## src/rtl/dehaze_pkg.sv

```systemverilog
// Shared definitions for the dehazing frame controller: frame-state
// encoding, default frame geometry and fixed-point widths.
package dehaze_pkg;

  localparam int IMG_W_DEF = 512;
  localparam int IMG_H_DEF = 512;

  // Atmospheric light component width and Q0.16 inverse width.
  localparam int A_W   = 8;
  localparam int INV_W = 16;

  typedef enum logic [2:0] {
    S_IDLE,
    S_CLR,
    S_EST,
    S_DRAIN,
    S_LATCH,
    S_APPLY,
    S_DONE
  } state_t;

endpackage

```

## src/rtl/dehaze_frame_ctrl.sv

```systemverilog
// Two-pass frame sequencer for the dehazing pipeline.
// Pass 1 streams windows into the atmospheric light estimator, the final
// estimate is latched, and pass 2 replays the frame into the dehaze datapath
// with the latched values held constant.
// Optional build macro ALE_TIMEOUT_EN: bounds the wait for ale_done to
// TIMEOUT_CYC cycles and raises a sticky err_timeout when it is missed.
module dehaze_frame_ctrl
  import dehaze_pkg::*;
#(
  parameter int IMG_W       = IMG_W_DEF,
  parameter int IMG_H       = IMG_H_DEF,
  parameter int TIMEOUT_CYC = 1024
) (
  input  logic             clk,
  input  logic             rst_n,
  input  logic             start,
  output logic             busy,
  output logic             frame_done,
  input  logic             win_valid,
  output logic             win_ready,
  output logic             src_rewind,
  output logic             ale_clr,
  output logic             ale_valid,
  input  logic             ale_done,
  input  logic [A_W-1:0]   ale_a_r,
  input  logic [A_W-1:0]   ale_a_g,
  input  logic [A_W-1:0]   ale_a_b,
  input  logic [INV_W-1:0] ale_inv_r,
  input  logic [INV_W-1:0] ale_inv_g,
  input  logic [INV_W-1:0] ale_inv_b,
  output logic [A_W-1:0]   a_r,
  output logic [A_W-1:0]   a_g,
  output logic [A_W-1:0]   a_b,
  output logic [INV_W-1:0] inv_a_r,
  output logic [INV_W-1:0] inv_a_g,
  output logic [INV_W-1:0] inv_a_b,
  output logic             a_valid,
  output logic             deh_valid,
  output logic             err_timeout
);

  localparam int            N    = IMG_W * IMG_H;
  localparam int            CW   = $clog2(N);
  localparam logic [CW-1:0] LAST = CW'(N - 1);

  state_t        state;
  logic [CW-1:0] cnt;
  logic          accept;

  // Handshake decode: zero latency from win_valid, qualified by the
  // registered state so nothing leaks out during DRAIN/LATCH.
  assign win_ready = (state == S_EST) || (state == S_APPLY);
  assign accept    = win_valid && win_ready;
  assign ale_valid = win_valid && (state == S_EST);
  assign deh_valid = win_valid && (state == S_APPLY);

`ifdef ALE_TIMEOUT_EN
  localparam int            TW      = $clog2(TIMEOUT_CYC + 1);
  localparam logic [TW-1:0] TO_LAST = TW'(TIMEOUT_CYC - 1);
  logic [TW-1:0] to_cnt;
`else
  // The ALE is trusted to finish; the parameter is referenced only so both
  // builds share one parameter list.
  assign err_timeout = 1'b0 && (TIMEOUT_CYC > 0);
`endif

  // Frame FSM with registered pulses, pixel counter and the value latch.
  always_ff @(posedge clk or negedge rst_n) begin
    if (!rst_n) begin
      state      <= S_IDLE;
      cnt        <= '0;
      busy       <= 1'b0;
      frame_done <= 1'b0;
      src_rewind <= 1'b0;
      ale_clr    <= 1'b0;
      a_valid    <= 1'b0;
      a_r        <= '0;
      a_g        <= '0;
      a_b        <= '0;
      inv_a_r    <= '0;
      inv_a_g    <= '0;
      inv_a_b    <= '0;
`ifdef ALE_TIMEOUT_EN
      to_cnt      <= '0;
      err_timeout <= 1'b0;
`endif
    end else begin
      // NOTE: non-blocking assignments here so every branch sees the
      // pre-edge state; the defaults below make the pulses single-cycle.
      ale_clr    <= 1'b0;
      src_rewind <= 1'b0;
      frame_done <= 1'b0;
      case (state)
        S_IDLE: begin
          if (start) begin
            state   <= S_CLR;
            busy    <= 1'b1;
            ale_clr <= 1'b1;
            a_valid <= 1'b0;
          end
        end
        S_CLR: begin
          cnt   <= '0;
          state <= S_EST;
        end
        S_EST: begin
          if (accept) begin
            if (cnt == LAST) begin
              cnt   <= '0;
              state <= S_DRAIN;
            end else begin
              cnt <= cnt + 1'b1;
            end
          end
        end
        S_DRAIN: begin
          if (ale_done) begin
            a_r        <= ale_a_r;
            a_g        <= ale_a_g;
            a_b        <= ale_a_b;
            inv_a_r    <= ale_inv_r;
            inv_a_g    <= ale_inv_g;
            inv_a_b    <= ale_inv_b;
            src_rewind <= 1'b1;
            state      <= S_LATCH;
`ifdef ALE_TIMEOUT_EN
            to_cnt <= '0;
          end else if (to_cnt == TO_LAST) begin
            // Abandon the frame: no latch, no frame_done.
            to_cnt      <= '0;
            err_timeout <= 1'b1;
            busy        <= 1'b0;
            state       <= S_IDLE;
          end else begin
            to_cnt <= to_cnt + 1'b1;
`endif
          end
        end
        S_LATCH: begin
          a_valid <= 1'b1;
          state   <= S_APPLY;
        end
        S_APPLY: begin
          if (accept) begin
            if (cnt == LAST) begin
              cnt        <= '0;
              frame_done <= 1'b1;
              state      <= S_DONE;
            end else begin
              cnt <= cnt + 1'b1;
            end
          end
        end
        S_DONE: begin
          busy  <= 1'b0;
          state <= S_IDLE;
        end
        default: begin
          busy  <= 1'b0;
          state <= S_IDLE;
        end
      endcase
    end
  end

endmodule

```

## config.mk

```make
export PLATFORM = sky130hd
export DESIGN_NAME = dehaze_frame_ctrl
export DESIGN_NICKNAME = d
export VERILOG_FILES = /design/src/rtl/dehaze_pkg.sv /design/src/rtl/dehaze_frame_ctrl.sv
export SDC_FILE = /design/constraint.sdc
export NUM_CORES = 1
export LEC_CHECK = 0
export CORE_UTILIZATION = 44
export DETAILED_ROUTE_END_ITERATION = 10
export PLACE_DENSITY = 0.81
export SLEW_MARGIN = 0
export SYNTH_ARGS = -nofsm -noshare
export SYNTH_HDL_FRONTEND = slang
export SYNTH_SLANG_ARGS = --single-unit
```

## constraint.sdc

```tcl
create_clock -name clk -period 2.46 [get_ports clk]
set_clock_uncertainty 0.2 [all_clocks]
set_input_delay 0.738 -clock clk [delete_from_list [all_inputs] [get_ports clk]]
set_output_delay 0.738 -clock clk [all_outputs]
set_load 0.1 [all_outputs]
```

# == Yosys cells after proc, flatten, opt, wreduce, memory -nomap -nowiden ==
# Cells that the tools add are included.
# classes
magnitude_cmp,0
n_addsub,1
n_div,0
multipliers,0
reduce_logical,14
eq_ne,13
bitwise_logic,1
n_mux,21
n_shift,0
# ops
op,count
$mux 18,2
$pmux 18 s2,1
$add 18x1->18 const B,1
$eq 18x18->1 const B,1
$mux 3,6
$pmux 3 s6,1
$mux 1,9
$ne 2x2->1 const B,4
$reduce_and 2->1,4
$eq 3x2->1 const B,2
$eq 3x3->1 const B,2
$ne 2x1->1 const B,3
$reduce_and 6->1,1
$reduce_or 5->1,1
$pmux 1 s2,2
$reduce_bool 2->1,2
$eq 3x1->1 const B,1
$logic_and 1x1->1,3
$logic_not 3->1,1
$reduce_or 2->1,1
$logic_or 1x1->1,1
$not 1->1,1
# totals
memories,0
latchBits,0
reg_bits,98
wordCells,63
romBits,0
ram_bits,0

# == Depth between registers and ports, before layout ==
# Gate-level depths: netlist (run 1).
# logic_depth
ltp_word,5
depth_mapped,8

# == Least setup slack after synthesis (run 1) ==
# No wires, ideal clock.
# synth_path
path_type,register to register
from,register state[0]
to,register state[1]
synth_period_minus_slack_ns,2.550
t_required_ns,2.141
stages_incl_launch_ff,8
path_buffers,2
t_arrival_ns,2.231
setup_slack_ns,-0.090
cell_sequence,dfrtp_1 -> buf_2 -> nor2b_1 -> a22o_1 -> o21ai_2 -> and2_1 -> buf_6 -> a21o_2
# synth_via
elab_chain_len,5
elab_cells_between_ends,16
# synth_lines
element,line_no,source
from (decl),dehaze_frame_ctrl.sv:46,state_t state;
from (signal assigned),dehaze_frame_ctrl.sv:70,state <= S_IDLE;
from (signal assigned),dehaze_frame_ctrl.sv:96,state <= S_CLR;
from (signal assigned),dehaze_frame_ctrl.sv:104,state <= S_EST;
$eq 3x2->1 or $eq 3x3->1 (tied branches),dehaze_frame_ctrl.sv:52,assign win_ready = (state == S_EST) || (state == S_APPLY);
$logic_or 1x1->1 (*),dehaze_frame_ctrl.sv:52,
via win_ready,dehaze_frame_ctrl.sv:20,"output logic win_ready,"
$logic_and 1x1->1 (*),dehaze_frame_ctrl.sv:53,assign accept = win_valid && win_ready;
$ne 2x2->1 (no line),--,
$reduce_and 6->1 (no line) (*),--,
# Mark *: on every way through the listed nets, which the timed path passes. The rest lies on a longest branch.
# A chain may end at the register's enable or synchronous reset.

# == Final worst setup path (run 1) ==
# layout_path
from,register state[0]
to,output port ale_valid
# layout_via
elab_chain_len,2
# layout_lines
element,line_no,source
$eq 3x2->1,dehaze_frame_ctrl.sv:54,assign ale_valid = win_valid && (state == S_EST);
$logic_and 1x1->1,dehaze_frame_ctrl.sv:54,
to (decl),dehaze_frame_ctrl.sv:23,"output logic ale_valid,"
# Every way passes these cells.

==> run summary, run 1 <==
status = complete, no violations
Worst-path clk slew = 0.10 ns
ant diodes = 0
DRT iter0 DRCs = 180
CP required = 1.52 ns
Setup Viol. Count Final = 0
Root Buffer = clkbuf_8
# nets final = 682
# rows = 34
Setup TNS = 0 ns
Synth area leaders = dfrtp_1 (60%), nand2_1 (21%), xor2_1 (2.4%), clkbuf_1 (1.4%), nor2_1 (1.3%)
Final HPWL DP = 7108 um
CP peak stage delay = 0.39 ns
CTS tree = yes
EDFF count, synth = 0
max-cap viol count = 0
vias in the first global route = 3,561
Initial Utilization = 46.01%
most frequent cells after synthesis = nand2_1 (224), dfrtp_1 (98), clkbuf_1 (15)
flops & latches, synth = 98
initial antenna violation count = 0
RSZ-0062 raised after global routing = false
CTS Buffer Depth = 2
io pins = 158
cts hold-fix bufs = 0
Synth Warn # = 0
worst skew pair latency = 0.36 ns
fmax = 421.5 MHz
FF-to-FF Start = cnt[10]
Startpoint Class = flop
placeable core area = 8848 sq um
H-tree depth = 3
DRC errors left = 0
die area = 9642 sq um
Cells after Synth = 443
WL/cell = 13.64 um
GRT overflow = 0
port bufs = 156
worst reg-to-reg path cell count = 5
Yosys top cell area share = 60.23%
Syn Nets = 521
Die W = 98.20 um
Die Y = 98.20 um
DR vias/cell = 4.865
count leader, synth = nand2_1
placed insts = 700
Mapped Area = 4071 sq um
Crit. End Element = output port
vias = 3,488
crit-path cells = buf_4 > and4bb_4 > buf_12
layout cell share with drive strength beyond 1 = 21.67%
Setup CP Type = reg -> out
Worst Tran Pin Value = 0.5444 ns
Yosys top cell by area = dfrtp_1
leak pwr = 3.201 nW
Async SR Flop Fraction = 100.0%
max-slew violations = 0
Syn-to-layout area delta = 44.84%
crit-path max FO = 8
Non-Filler Instances = 717
Post-Syn Area per Cell = 9.191 sq um
Worst path top cell family by delay = flip-flops
Seq/Total Area, Yosys = 60.23%
Synth cell types = 44
critical path depth = 3
peak supply drop = 0.3375 mV
crit path DAT = 1.43 ns
CTS sink cnt = 98
first-pass GRT wire length = 16,520 um
Final Critical Period = 2.372 ns
CTS buffer count = 9
critical path startpoint = state[0]
Final period util = 96.44%
pin count of the biggest net entering global routing = 99
top_reg_cell synth = dfrtp_1
final-report hold violation count = 0
GRT Util Overall = 21.46%
GPL Wtd Cong = 0.7759
post-detailed-routing wire length = 9777 um
reg-to-reg setup timing slack = 0.22 ns
Cell Pwr Density = 518.2 nW/um^2
Hold Crit Class = in -> async
final antenna-violating net count = 0
DR pass1 iterations = 6
WP buf/inv = 2
max_slew headroom = 63.71%
slowest CP cell = dfrtp_1
flip-flops by register name (all words and copies together) (netlist names):
| register | flops |
|---|---|
| busy | 1 |
| a_r | 8 |
| inv_a_b | 16 |
| state | 3 |
| inv_a_r | 16 |
| a_valid | 1 |
| a_b | 8 |
| inv_a_g | 16 |
| a_g | 8 |
| src_rewind | 1 |
| frame_done | 1 |
| cnt | 18 |
| ale_clr | 1 |
repair_timing:
action,4_1_cts,5_1_grt
setup buffers,0,1
resized for setup,3,3
setup endpoints to repair,3,2
pin swaps,0,1
gates cloned,0,0
report_power, final:
part           switching (mW)  internal, mW
sequential             0.0394          1.65
combinational           0.137         0.170
clock                   0.562         0.498
per-layer routing:
| layer | up-vias | GRT usage (%) | share of wire [%] |
|---|---|---|---|
| li1 | 1711 | - | - |
| met1 | 1666 | 26.03 | 42 |
| met2 | 98 | 36.67 | 50 |
| met3 | 13 | 6.586 | 5.8 |
| met4 | 0 | 6.774 | 1.9 |
| met5 | - | 0 | 0 |
path summary, 6_finish.rpt:
kind | end
max in group asynchronous | inv_a_g[9]
max | ale_valid
min reg2reg | a_r[4]
max reg2reg | state[0]
min in group clk | a_r[4]
min | state[0]
cells in the final DEF (no fill, tap or decap), drive strengths merged, types with 3 or more instances in the layout:
master / n
nor2: 14
a21oi: 7
nand3: 6
clkbuf: 11
o21ai: 8
nand2: 224
clkinvlp: 3
clkdlybuf4s50: 74
or3: 4
inv: 6
nand4: 9
and3: 5
buf: 99
xor2: 11
dfrtp: 98
worst reg2reg max path: stages (launching register included):
cell      delay [ns]
dfrtp_1         0.46
nand4_2         0.16
or4_4           0.58
o21ai_2         0.28
o221ai_2        0.17
mux2_4          0.31
through the flow:
step	cell area (sq um)	hold slack, ns	util [%]	power, mW	setup slack [ns]
after floorplan	4076	0.2424	-	1.831	0.06799
after global placement	5684	0.2590	64.24	2.016	-0.2793
after detailed placement	5684	0.2638	64.24	2.028	-0.3657
after CTS	5891	0.2385	66.57	3.091	0.006415
after global routing	5897	0.2456	66.64	3.184	0.03573
final	5897	0.1859	66.64	3.056	0.08750
cell families (layout without fill, tap and decap cells):
logic type               Yosys count  in the layout  synth area share [%]
AND/OR/NAND/NOR                  277            277                 29.01
XOR/XNOR                          12             12                 2.581
flip-flops                        98             98                 60.23
adder cells (fa/ha/maj)            1              1                0.3073
multiplexers                       2              2                0.6145
buffers and inverters             30            196                 3.657
AO/OA/AOI/OAI                     22             22                 3.503
other                              1              1               0.09211
cell type report:
| cell class | instances | area (sq um) |
|---|---|---|
| timing repair buffer | 174 | 1602 |
| inverter | 6 | 22.52 |
| clock buffer | 10 | 137.6 |
| clock inverter | 6 | 66.31 |
| tap | 108 | 135.1 |
| fill | 705 | 2952 |
| multi-input combinational | 315 | 1480 |
| sequential | 98 | 2454 |
(Power assumes the default switching activity.)
==> run 2, diff against run 1 <==
- CORE_UTILIZATION: 44 -> 45
- CTS_BUF_LIST: default -> sky130_fd_sc_hd__clkbuf_8
- PLACE_DENSITY: 0.81 -> 0.82
- SLEW_MARGIN: 0 -> 20
==> run 2 against run 1 <==
  * Highest routed layer unchanged
  * Sequential power hardly changed
  * First-iteration DRC count fell by 1.1%
  * Critical path type unchanged
  * Clock-buffer cell count did not move
  * Total power up 5.8%
  * Combinational power about the same
  * Hold slack got worse by 0.077 ns
  * Sequential cell count did not move
  * Largest power group unchanged
==> run summary, run 2 (synthesis gave the netlist of run 1 again) <==
status = complete, no violations
Syn-to-layout area delta = 48.96%
final antenna-violating net count = 0 (unchanged)
vias in the first global route = 3,624 (+1.8%)
WL/cell = 14.57 um (+6.9%)
Die W = 97.12 um (-1.1%)
WP buf/inv = 2 (unchanged)
RSZ-0062 raised after global routing = false
DRT iter0 DRCs = 178 (-1.1%)
overall power = 3.234 mW (+5.8%)
CP peak stage delay = 0.40 ns (about the same)
Startpoint Class = flop
crit path DAT = 1.44 ns (about the same)
DRC errors left = 0 (unchanged)
Final Critical Period = 2.382 ns (+0.009757 ns)
die area = 9432 sq um (-2.2%)
GRT overflow = 0 (unchanged)
ant diodes = 0 (unchanged)
peak supply drop = 0.3360 mV (-0.43%)
# rows = 34 (unchanged)
H-tree depth = 3 (unchanged)
CTS Buffer Depth = 2 (unchanged)
crit-path max FO = 5 (-3)
Largest register FFs = 18 (unchanged)
fillers = 646 (-8.4%)
Worst-path clk slew = 0.09 ns (about the same)
Top reg by flops = cnt
max-slew violations = 0 (unchanged)
port bufs = 156 (unchanged)
Setup Viol. Count Final = 0 (unchanged)
GPL Wtd Cong = 0.8423 (+8.6%)
crit-path cells = nor2b_2 > nand3_1 > inv_1 > buf_12
Setup TNS = 0 ns (unchanged)
layout cell share with drive strength beyond 1 = 21.09% (-0.59 points)
first-pass GRT wire length = 17,690 um (+7.1%)
CTS tree = yes
post-detailed-routing wire length = 10,420 um (+6.6%)
Cell Pwr Density = 533.2 nW/um^2 (+2.9%)
fmax = 419.8 MHz (-0.41%)
CTS sink cnt = 98 (unchanged)
Root Buffer = clkbuf_8
initial antenna violation count = 0 (unchanged)
Final HPWL DP = 7703 um (+8.4%)
io pins = 158 (unchanged)
vias = 3,515 (+0.77%)
most frequent cells in the layout = nand2_1 (224), dfrtp_1 (97), buf_4 (78)
CTS buffer count = 9 (unchanged)
Core Util, Final = 69.54% (+2.9 points)
final-report hold violation count = 0 (unchanged)
Setup CP Type = reg -> out
Hold Crit Class = in -> async
DR pass1 iterations = 4 (-2)
Worst path top cell family by delay = flip-flops
slowest CP cell = dfrtp_1
Initial Utilization = 46.69% (+0.67 points)
placeable core area = 8721 sq um (-1.4%)
pin count of the biggest net entering global routing = 49 (-51%)
Final period util = 96.84% (+0.40 points)
Die Y = 97.12 um (-1.1%)
cts hold-fix bufs = 0 (unchanged)
Crit. End Element = output port
# nets final = 681 (-0.15%)
max-cap viol count = 0 (unchanged)
worst skew pair latency = 0.36 ns (about the same)
leak pwr = 3.255 nW (+1.7%)
GRT Util Overall = 23.38% (+1.9 points)
commonest non-fill, non-tap cell in the layout = nand2_1
CP required = 1.52 ns (about the same)
DR vias/cell = 4.916 (+1.1%)
==> run 2: worst register-to-register path, stage by stage (launching register included) <==
cell	delay [ns]
dfrtp_1	0.46
nand4_2	0.17
or4_4	0.58
o21ai_2	0.26
o221ai_2	0.16
mux2_4	0.31
==> run 2: layout make-up <==
cell class | count | area [sq um] | area share, %
sequential | 98 | 2454 | 40.46
clock inverter | 5 | 102.6 | 1.692
multi-input combinational | 315 | 1478 | 24.37
timing repair buffer | 173 | 1735 | 28.62
clock buffer | 10 | 137.6 | 2.269
tap | 108 | 135.1 | 2.228
inverter | 6 | 22.52 | 0.3714
==> run 2: layer usage <==
layer / routed length, um / track usage [%] / vias to the layer above
li1: - / - / 1715
met3: 780 / 7.266 / 13
met5: 0 / 0 / -
met1: 4368 / 29.51 / 1667
met2: 5093 / 38.08 / 120
met4: 176 / 8.266 / 0
==> run 2: stage by stage <==
stage | hold slack (ns) | cell area [sq um] | setup WS [ns] | instances
after floorplan | 0.2424 | 4076 | 0.06799 | 443
after global placement | 0.2588 | 5814 | -0.1749 | 699
after detailed placement | 0.2632 | 5814 | -0.2139 | 699
after CTS | 0.1228 | 6057 | 0.04066 | 714
after global routing | 0.1307 | 6065 | 0.02303 | 715
final | 0.1092 | 6065 | 0.07775 | 715
==> run 2: final timing paths <==
kind / end / from / cells past startpoint / slack (ns)
min in group clk: inv_a_b[14] / inv_a_b[14] / 2 / 0.28
max reg2reg: state[0] / cnt[10] / 5 / 0.20
min reg2reg: inv_a_b[14] / inv_a_b[14] / 2 / 0.28
min: state[0] / rst_n / 1 / 0.11
max in group asynchronous: state[2] / rst_n / 2 / 1.40
max: deh_valid / state[1] / 4 / 0.08
==> run 2: timing repair <==
item,4_1_cts,5_1_grt
endpoints found under the setup margin,3,1
gates cloned,0,0
gates resized for setup,3,0
pin swaps,0,1
setup buffers,0,1
hold endpoints to repair,0,0
==> run 2: report_power, final <==
group / switching [mW] / total (mW) / internal (mW)
Clock: 0.543 / 1.24 / 0.696
Combinational: 0.139 / 0.305 / 0.167
Sequential: 0.0404 / 1.69 / 1.65
Total: 0.722 / 3.23 / 2.51
